## config.mk

```make
export PLATFORM = sky130hd
export DESIGN_NAME = reverse_rotor0
export DESIGN_NICKNAME = d
export VERILOG_FILES = /design/src/rtl/enigma_pkg.sv /design/src/rtl/mod26_add.sv /design/src/rtl/reverse_rotor0.sv
export SDC_FILE = /design/constraint.sdc
export NUM_CORES = 1
export LEC_CHECK = 0
export ABC_CLOCK_PERIOD_IN_PS = 8400
export BUFFER_PORTS_ARGS = -buffer_cell sky130_fd_sc_hd__buf_4
export CAP_MARGIN = 20
export CORE_ASPECT_RATIO = 0.6
export CORE_MARGIN = 4
export CORE_UTILIZATION = 57
export CTS_BUF_LIST = sky130_fd_sc_hd__clkbuf_4
export CTS_CLUSTER_SIZE = 30
export DETAILED_ROUTE_END_ITERATION = 8
export PLACE_DENSITY = 0.84
export REMOVE_ABC_BUFFERS = 1
export SYNTH_ARGS = -nofsm -noshare
export SYNTH_HDL_FRONTEND = slang
export SYNTH_SLANG_ARGS = --single-unit
```

## constraint.sdc

```tcl
create_clock -name clk -period 8.4 [get_ports clk]
set_clock_uncertainty 0.2 [all_clocks]
set_input_delay 1.26 -clock clk [delete_from_list [all_inputs] [get_ports clk]]
set_output_delay 1.26 -clock clk [all_outputs]
set_load 0.02 [all_outputs]
```

## src/rtl/enigma_pkg.sv

```systemverilog
// rtl/enigma_pkg.sv - shared Enigma letter type, alphabet constants and rotor I inverse wiring
package enigma_pkg;

    typedef logic [4:0] letter_t;

    localparam int      ALPHA_LEN  = 26;
    localparam letter_t MAX_LETTER = 5'd25;
    localparam letter_t BAD_LETTER = 5'd31;

    // Rotor I wiring seen from the reflector side: "UWYGADFPVZBECKMTHXSLRINQOJ"
    localparam letter_t ROTOR1_INV [0:25] = '{
        5'd20, 5'd22, 5'd24, 5'd6,  5'd0,  5'd3,  5'd5,  5'd15, 5'd21,
        5'd25, 5'd1,  5'd4,  5'd2,  5'd10, 5'd12, 5'd19, 5'd7,  5'd23,
        5'd18, 5'd11, 5'd17, 5'd8,  5'd13, 5'd16, 5'd14, 5'd9
    };

    // Out-of-range indices read as 0; the caller flags those cases separately.
    function automatic letter_t rotor1_inv(input letter_t idx);
        if (idx <= MAX_LETTER)
            return ROTOR1_INV[idx];
        else
            return '0;
    endfunction

endpackage

```

## src/rtl/mod26_add.sv

```systemverilog
// rtl/mod26_add.sv - letter add/subtract with mod-26 wrap (one conditional correction)
module mod26_add
    import enigma_pkg::*;
(
    input  letter_t a_i,
    input  letter_t b_i,
    input  logic    sub_i,
    output letter_t y_o
);

    localparam logic [5:0] LEN6 = 6'(ALPHA_LEN);

    logic [5:0] sum;
    logic [5:0] diff;

    always_comb begin
        sum  = {1'b0, a_i} + {1'b0, b_i};
        diff = {1'b0, a_i} - {1'b0, b_i};
        y_o  = '0;
        if (sub_i) begin
            // A borrow wraps diff mod 64, so adding 26 still lands in 0..25.
            y_o = (a_i < b_i) ? 5'(diff + LEN6) : 5'(diff);
        end else begin
            y_o = (sum >= LEN6) ? 5'(sum - LEN6) : 5'(sum);
        end
    end

endmodule

```

## src/rtl/reverse_rotor0.sv

```systemverilog
// rtl/reverse_rotor0.sv - rotor I return-path substitution, 1-cycle registered; REVERSE_ROTOR0_RING_EN adds ring port
module reverse_rotor0
    import enigma_pkg::*;
(
    input  logic       clk,
    input  logic       rst,
    input  logic       in_valid,
    input  logic [4:0] data_in,
    input  logic [4:0] position,
    output logic [4:0] data_out,
    output logic       out_valid,
    output logic       err
`ifdef REVERSE_ROTOR0_RING_EN
    ,
    input  logic [4:0] ring
`endif
);

    letter_t off;
    letter_t idx;
    letter_t res;
    logic    range_bad;

`ifdef REVERSE_ROTOR0_RING_EN
    mod26_add u_ring (
        .a_i   (position),
        .b_i   (ring),
        .sub_i (1'b1),
        .y_o   (off)
    );
    assign range_bad = (data_in > MAX_LETTER) || (position > MAX_LETTER) ||
                       (ring > MAX_LETTER);
`else
    assign off       = position;
    assign range_bad = (data_in > MAX_LETTER) || (position > MAX_LETTER);
`endif

    mod26_add u_entry (
        .a_i   (data_in),
        .b_i   (off),
        .sub_i (1'b0),
        .y_o   (idx)
    );

    mod26_add u_exit (
        .a_i   (rotor1_inv(idx)),
        .b_i   (off),
        .sub_i (1'b1),
        .y_o   (res)
    );

    letter_t data_q, data_d;
    logic    valid_q, valid_d;
    logic    err_q, err_d;

    always_comb begin
        valid_d = 1'b0;
        data_d  = data_q;
        err_d   = err_q;
        if (in_valid) begin
            valid_d = 1'b1;
            if (range_bad) begin
                data_d = BAD_LETTER;
                err_d  = 1'b1;
            end else begin
                data_d = res;
                err_d  = 1'b0;
            end
        end
    end

    always_ff @(posedge clk) begin
        if (rst) begin
            data_q  <= '0;
            valid_q <= 1'b0;
            err_q   <= 1'b0;
        end else begin
            data_q  <= data_d;
            valid_q <= valid_d;
            err_q   <= err_d;
        end
    end

    assign data_out  = data_q;
    assign out_valid = valid_q;
    assign err       = err_q;

endmodule

```

Word-level counts from Yosys, hierarchy flattened:

Memories as Yosys holds them, arrays and structs flattened.
Cells that the tools add are included.

* flip-flop bits (word level): 7
* latch bits: 0
* bits in writable memories: 0
* memory bits (read-only): 160
* input port bits: 13
* output and inout bits: 7
* logic and storage cells: 24
* memories kept: 1

* $add $sub $neg: 4
* multiply operators: 0
* divide/modulo/power cells: 0
* $lt $le $gt $ge: 6
* equality and inequality tests: 0
* shift operators: 0
* muxes and demuxes: 8
* bitwise logic cells: 1
* reduce and logical (&&, ||, !) cells: 1

Memories
* (name not given): words 32, bits a word 5, read ports 1, clocked after memory_dff 0, wr ports 0, line enigma_pkg.sv:20 `return ROTOR1_INV[idx];`

Operator list (number)
* 5-bit two-way mux: 6
* 5-bit greater-than comparator (second input constant): 2
* 5-bit by 5-bit adder with 6-bit output: 1
* 6-bit by 5-bit greater-or-equal comparator with 1-bit output (second input constant): 1
* 6-bit greater-or-equal comparator (second input constant): 1
* 5-bit inverter with 6-bit output: 1
* 5-bit adder (second input constant): 1
* 5-bit <= comparator (second input constant): 1
* 5-bit less-than comparator: 1
* 5-bit subtractor: 1
* 5-bit subtractor (second input constant): 1
* 1-bit two-way mux: 2
* 1-bit logical OR: 1

Longest topological paths before layout:

* depth after elaboration: 12
* gate-level depth with buffers: 20
* mapped depth without buffers: 20

Cells and area by module:

From an unflattened synthesis, not the netlist that was laid out.

* cells, all modules: 246
* area, all modules: 2020.7 um^2

By module, submodules not included
* mod26_add at u_exit: times used 1, cells an instance 83, area an instance 708.2 um^2, seq. area each 0.0 um^2
* mod26_add at u_entry: times used 1, cells an instance 90, area an instance 679.4 um^2, seq. area each 0.0 um^2
* reverse_rotor0: times used 1, cells an instance 73, area an instance 633.1 um^2, seq. area each 140.1 um^2

Worst setup path before layout:

OpenSTA, ideal clock, no wires.

* path type: input to register
* from: input data_in[0]
* to: register data_q[3] (netlist: data_out[3])
* library setup time: 0.091 ns
* arrival time: 6.020 ns
* data required time: 8.109 ns
* setup slack: 2.089 ns
* stages on the path: 18
* path buffers: 0
* cells stage by stage: ha_1 -> fa_1 -> xnor2_1 -> a22o_1 -> or4_4 -> a221oi_2 -> ha_1 -> and4_1 -> a311oi_1 -> a21oi_1 -> nor4_1 -> ha_1 -> a21oi_1 -> o21ai_0 -> a21o_1 -> a21o_1 -> or3_1 -> a311oi_1

* word-level cells in the longest chain between the ends: 12
* elaborated cells on any way between the ends: 17
* classes of those cells: add/sub: 4; order compare: 4; mux: 6; bitwise: 1; reduce/logical: 1; memory: 1

Ends and longest elaborated chain
* start, declared: line reverse_rotor0.sv:8 `input logic [4:0] data_in,`
* 5-bit by 5-bit adder with 6-bit output: line mod26_add.sv:17 `sum = {1'b0, a_i} + {1'b0, b_i};`
* 5-bit subtractor / 6-bit by 5-bit greater-or-equal comparator with 1-bit output (equally long branches): line mod26_add.sv:24 `y_o = (sum >= LEN6) ? 5'(sum - LEN6) : 5'(sum);`
* 5-bit two-way mux: line mod26_add.sv:24
* 5-bit inverter with 6-bit output (not written as such): line enigma_pkg.sv:20
* memory 32 x 5 bit
* 5-bit two-way mux (not written as such) (2 in series): line enigma_pkg.sv:20
* 5-bit two-way mux: line enigma_pkg.sv:19 `if (idx <= MAX_LETTER)`
* 5-bit subtractor: line mod26_add.sv:18 `diff = {1'b0, a_i} - {1'b0, b_i};`
* 5-bit adder: line mod26_add.sv:22 `y_o = (a_i < b_i) ? 5'(diff + LEN6) : 5'(diff);`
* 5-bit two-way mux: line mod26_add.sv:22
* 5-bit two-way mux (*): line reverse_rotor0.sv:62 `if (range_bad) begin`
* end signal, assigned: line reverse_rotor0.sv:78 `data_q <= data_d;`
* end, declared: line reverse_rotor0.sv:52 `letter_t data_q, data_d;`

Mark *: on every way between the ends. The rest lies on a longest branch, timed or not. The select of a mux whose other input is x is not followed.
A chain may end at the register's enable or synchronous reset.

Worst setup path in the final report:

Same ends and word-level chain as after synthesis.

==> impl_metrics.ini <==
[yosys]
ys_types = 54
synth_top_cells_by_area = sky130_fd_sc_hd__ha_1, sky130_fd_sc_hd__dfxtp_1, sky130_fd_sc_hd__a211oi_1
synthesis_warning_total = 0
mappedNetlistArea_um2 = 1340
synth.most_common_cell = sky130_fd_sc_hd__ha_1
postSynthAreaPerCell_um2 = 7.94
synth-seq-area-share_pct = 10.4
synth_top_cell_area_share_pct = 16.8
async_flop_share_pct = 0
ys.flop_type = sky130_fd_sc_hd__dfxtp_1
synth_register_bits = 7
synth_largest_area_cell = sky130_fd_sc_hd__ha_1
netlist_top_cells_count = sky130_fd_sc_hd__ha_1, sky130_fd_sc_hd__inv_1, sky130_fd_sc_hd__nor2_1, sky130_fd_sc_hd__a21oi_1, sky130_fd_sc_hd__a211oi_1
synth_instances = 169
synth_edf_count = 0

[final_layout]
post_route_cells_drive_above_1_share_pct = 18.4
final_core_occ_pct = 70.0
finish.cell_count_without_fillers = 220
final_net_count = 224
fin_area_um2 = 1540
insertedDiodeCount = 0
area_growth_pct = 14.6

[worst_hold_path]
startpoint_of_the_lowest_slack_hold_path = data_out[3]
holdCritPathClass = reg -> reg
hold_path_endpoint = data_out[3]
worst_hold_path.num_cells = 2

[critical_path]
cp.required_ps = 8380
critical_path.endpoint_type = flip-flop
critPathMostFrequentCell = sky130_fd_sc_hd__ha_1
ff2ff_setup_slack_ps = 7530
critical_path.reg2reg.endpoint = data_out[0]
worstPathArrival_ps = 6710
worstRegToRegCells = 2
timing_worst_setup_path_type = in -> reg
largest_delay_contributor_family_on_the_critical_path = compound AO/OA/AOI/OAI gates
critical_path.startpoint = data_in[0]
critPathSlowestCell = sky130_fd_sc_hd__or4_4
worst-path-max-fanout = 6
timing.critical_path.buf_inv = 1
critical_path.cell_chain = buf_4 > ha_1 > fa_1 > xnor2_1 > a22o_1 > or4_4 > a221oi_2 > ha_1 > and4_1 > a311oi_1 > a21oi_1 > nor4_1 > ha_1 > a21oi_1 > o21ai_0 > a21o_1 > a21o_1 > or3_1 > a311oi_1
slowest_delay_ps = 570
timing.critical_path.from_type = input pin
regToRegStartpoint = data_out[0]

[clock_network]
cells_resized_by_post_cts_repair = 0
clk_root_buffer_cell = sky130_fd_sc_hd__clkbuf_4
cts.hold.buffers_added = 0
cts_inserted_buffers = 3
path_clk_slew_ps = 60
worst_skew_pair.late_latency_ps = 260
cts_htree_levels = 1
clk_path_buf_depth = 2
cts_sinks = 7
post_cts_buffers = 0
clock_tree_from_tritoncts = built

[drt]
first_pass_iters = 4
drt-total-wl_mm = 3.63
detailedRoute.firstIterationViolations = 151
drc_markers = 0
total_vias_in_the_final_route = 1467
drtAntennaViolNets = 0
final_routed_wire_length_divided_by_cell_count_um = 16.5
post_drt_via_cell_ratio = 6.67

[floorplanning]
die_outline_height_um = 45.6
effective_utilization_at_floorplan_pct = 61.1
core_region_area_um2 = 2200
floorplan.rows = 13
ios = 20
die_width_um = 70.6
die_area_um2 = 3220

[pwr]
p_leak_nw = 0.692
p_per_area_nw_per_um2 = 277
irDropWorstVdd_uv = 222

[timing]
timing.final.hold_violations = 0
fmax_mhz = 149
worst_slew_margin_rel_pct = 48.7
fin_max_slew_vios = 0
finalSetupViolCount = 0
grt_setup_unrepaired = false
setup-tns-final_ps = 0
layout_worst_path_cycle_share_pct = 80.1
max_slew.worst_pin.slew_ps = 748
final.min_clock_period_ps = 6730

[job]
cap_viol_max_count = 0

[place]
gp_congestion = 0.982
port_buf_inserts = 19
detailed_place_hpwl_mm = 2.91
place_area_um2 = 1510
placed_cells_incl_taps = 216

[grt]
grt_start_max_net_pins = 11
grt_antenna_before_repair = 0
grt_first_pass_wirelength_mm = 6.25
grt_pass1_vias = 1332
grt_overflow_total = 0
track_usage_pct = 24.4

[outcome]
run_status = completed
==> metal layers <==
| metal | vias up | routed length (µm) | track usage, % |
|---|---|---|---|
| met5 | - | 0 | 0 |
| met4 | 0 | 19 | 5.62 |
| met3 | 4 | 244 | 3.74 |
| met2 | 70 | 1630 | 41.4 |
| met1 | 701 | 1730 | 33.2 |
| li1 | 692 | - | - |
==> layout by cell type (no fill, tap or decap), drive strengths merged, types with 3 or more instances in the layout <==
cell | Yosys | routed
a211oi | 9 | 9
a21boi | 3 | 3
a21o | 5 | 5
a21oi | 11 | 11
and3 | 3 | 3
buf | 1 | 19
clkbuf | 1 | 4
dfxtp | 7 | 7
ha | 18 | 18
inv | 15 | 15
mux2i | 5 | 5
nand2 | 8 | 8
nand4 | 3 | 3
nor2 | 16 | 16
nor3 | 7 | 7
nor4 | 3 | 3
o211ai | 4 | 4
o21ai | 7 | 7
or2 | 3 | 3
xnor2 | 5 | 5
==> cell type report <==
class,instances,area [µm²]
Clock buffer,4,30.0
Fill cell,188,659
Inverter,15,56.3
Multi-Input combinational cell,145,1130
Sequential cell,7,140
Tap cell,30,37.5
Timing Repair Buffer,19,143
==> per-stage QoR <==
stage          setup slack (ps)  power [W]  hold slack [ps]
2_1_floorplan              2090   0.000304              349
3_3_place_gp               1650   0.000372              276
3_5_place_dp               1500   0.000382              279
4_1_cts                    1770   0.000420              287
5_1_grt                    1350   0.000465              316
6_report                   1670   0.000425              284
==> state kept, by name, indices dropped and copies added (netlist names) <==
register / cells
out_valid: 1
err: 1
data_out: 5
==> logic make-up after synthesis <==
group	synth area share, %
mux	3.73
flops	10.4
fa+ha+maj	19.8
compound gates	36.1
buf+inv	5.32
simple gates	20.7
xor+xnor	3.92
==> power breakdown <==
part / internal, W / leakage (nW) / switching, W
Clock: 0.0000215 / 0.0184 / 0.0000148
Sequential: 0.0000417 / 0.0584 / 0.00000437
Combinational: 0.000144 / 0.616 / 0.000199
Total: 0.000207 / 0.692 / 0.000218
==> worst max path at each step <==
stage,endpoint,depth (start not counted),slack [ps]
after floorplan,data_out[3],18,2090
after global placement,data_out[3],19,1650
after detailed placement,data_out[3],19,1500
after CTS,data_out[3],19,1770
after global routing,data_out[4],20,1350
final,data_out[3],19,1670
==> worst min-delay path, cell delays in order (launching register included) <==
cell	delay, ps
sky130_fd_sc_hd__dfxtp_1	310
sky130_fd_sc_hd__nor2_1	80
sky130_fd_sc_hd__a311oi_1	50
No activity file was read; power rests on OpenSTA's default activity.
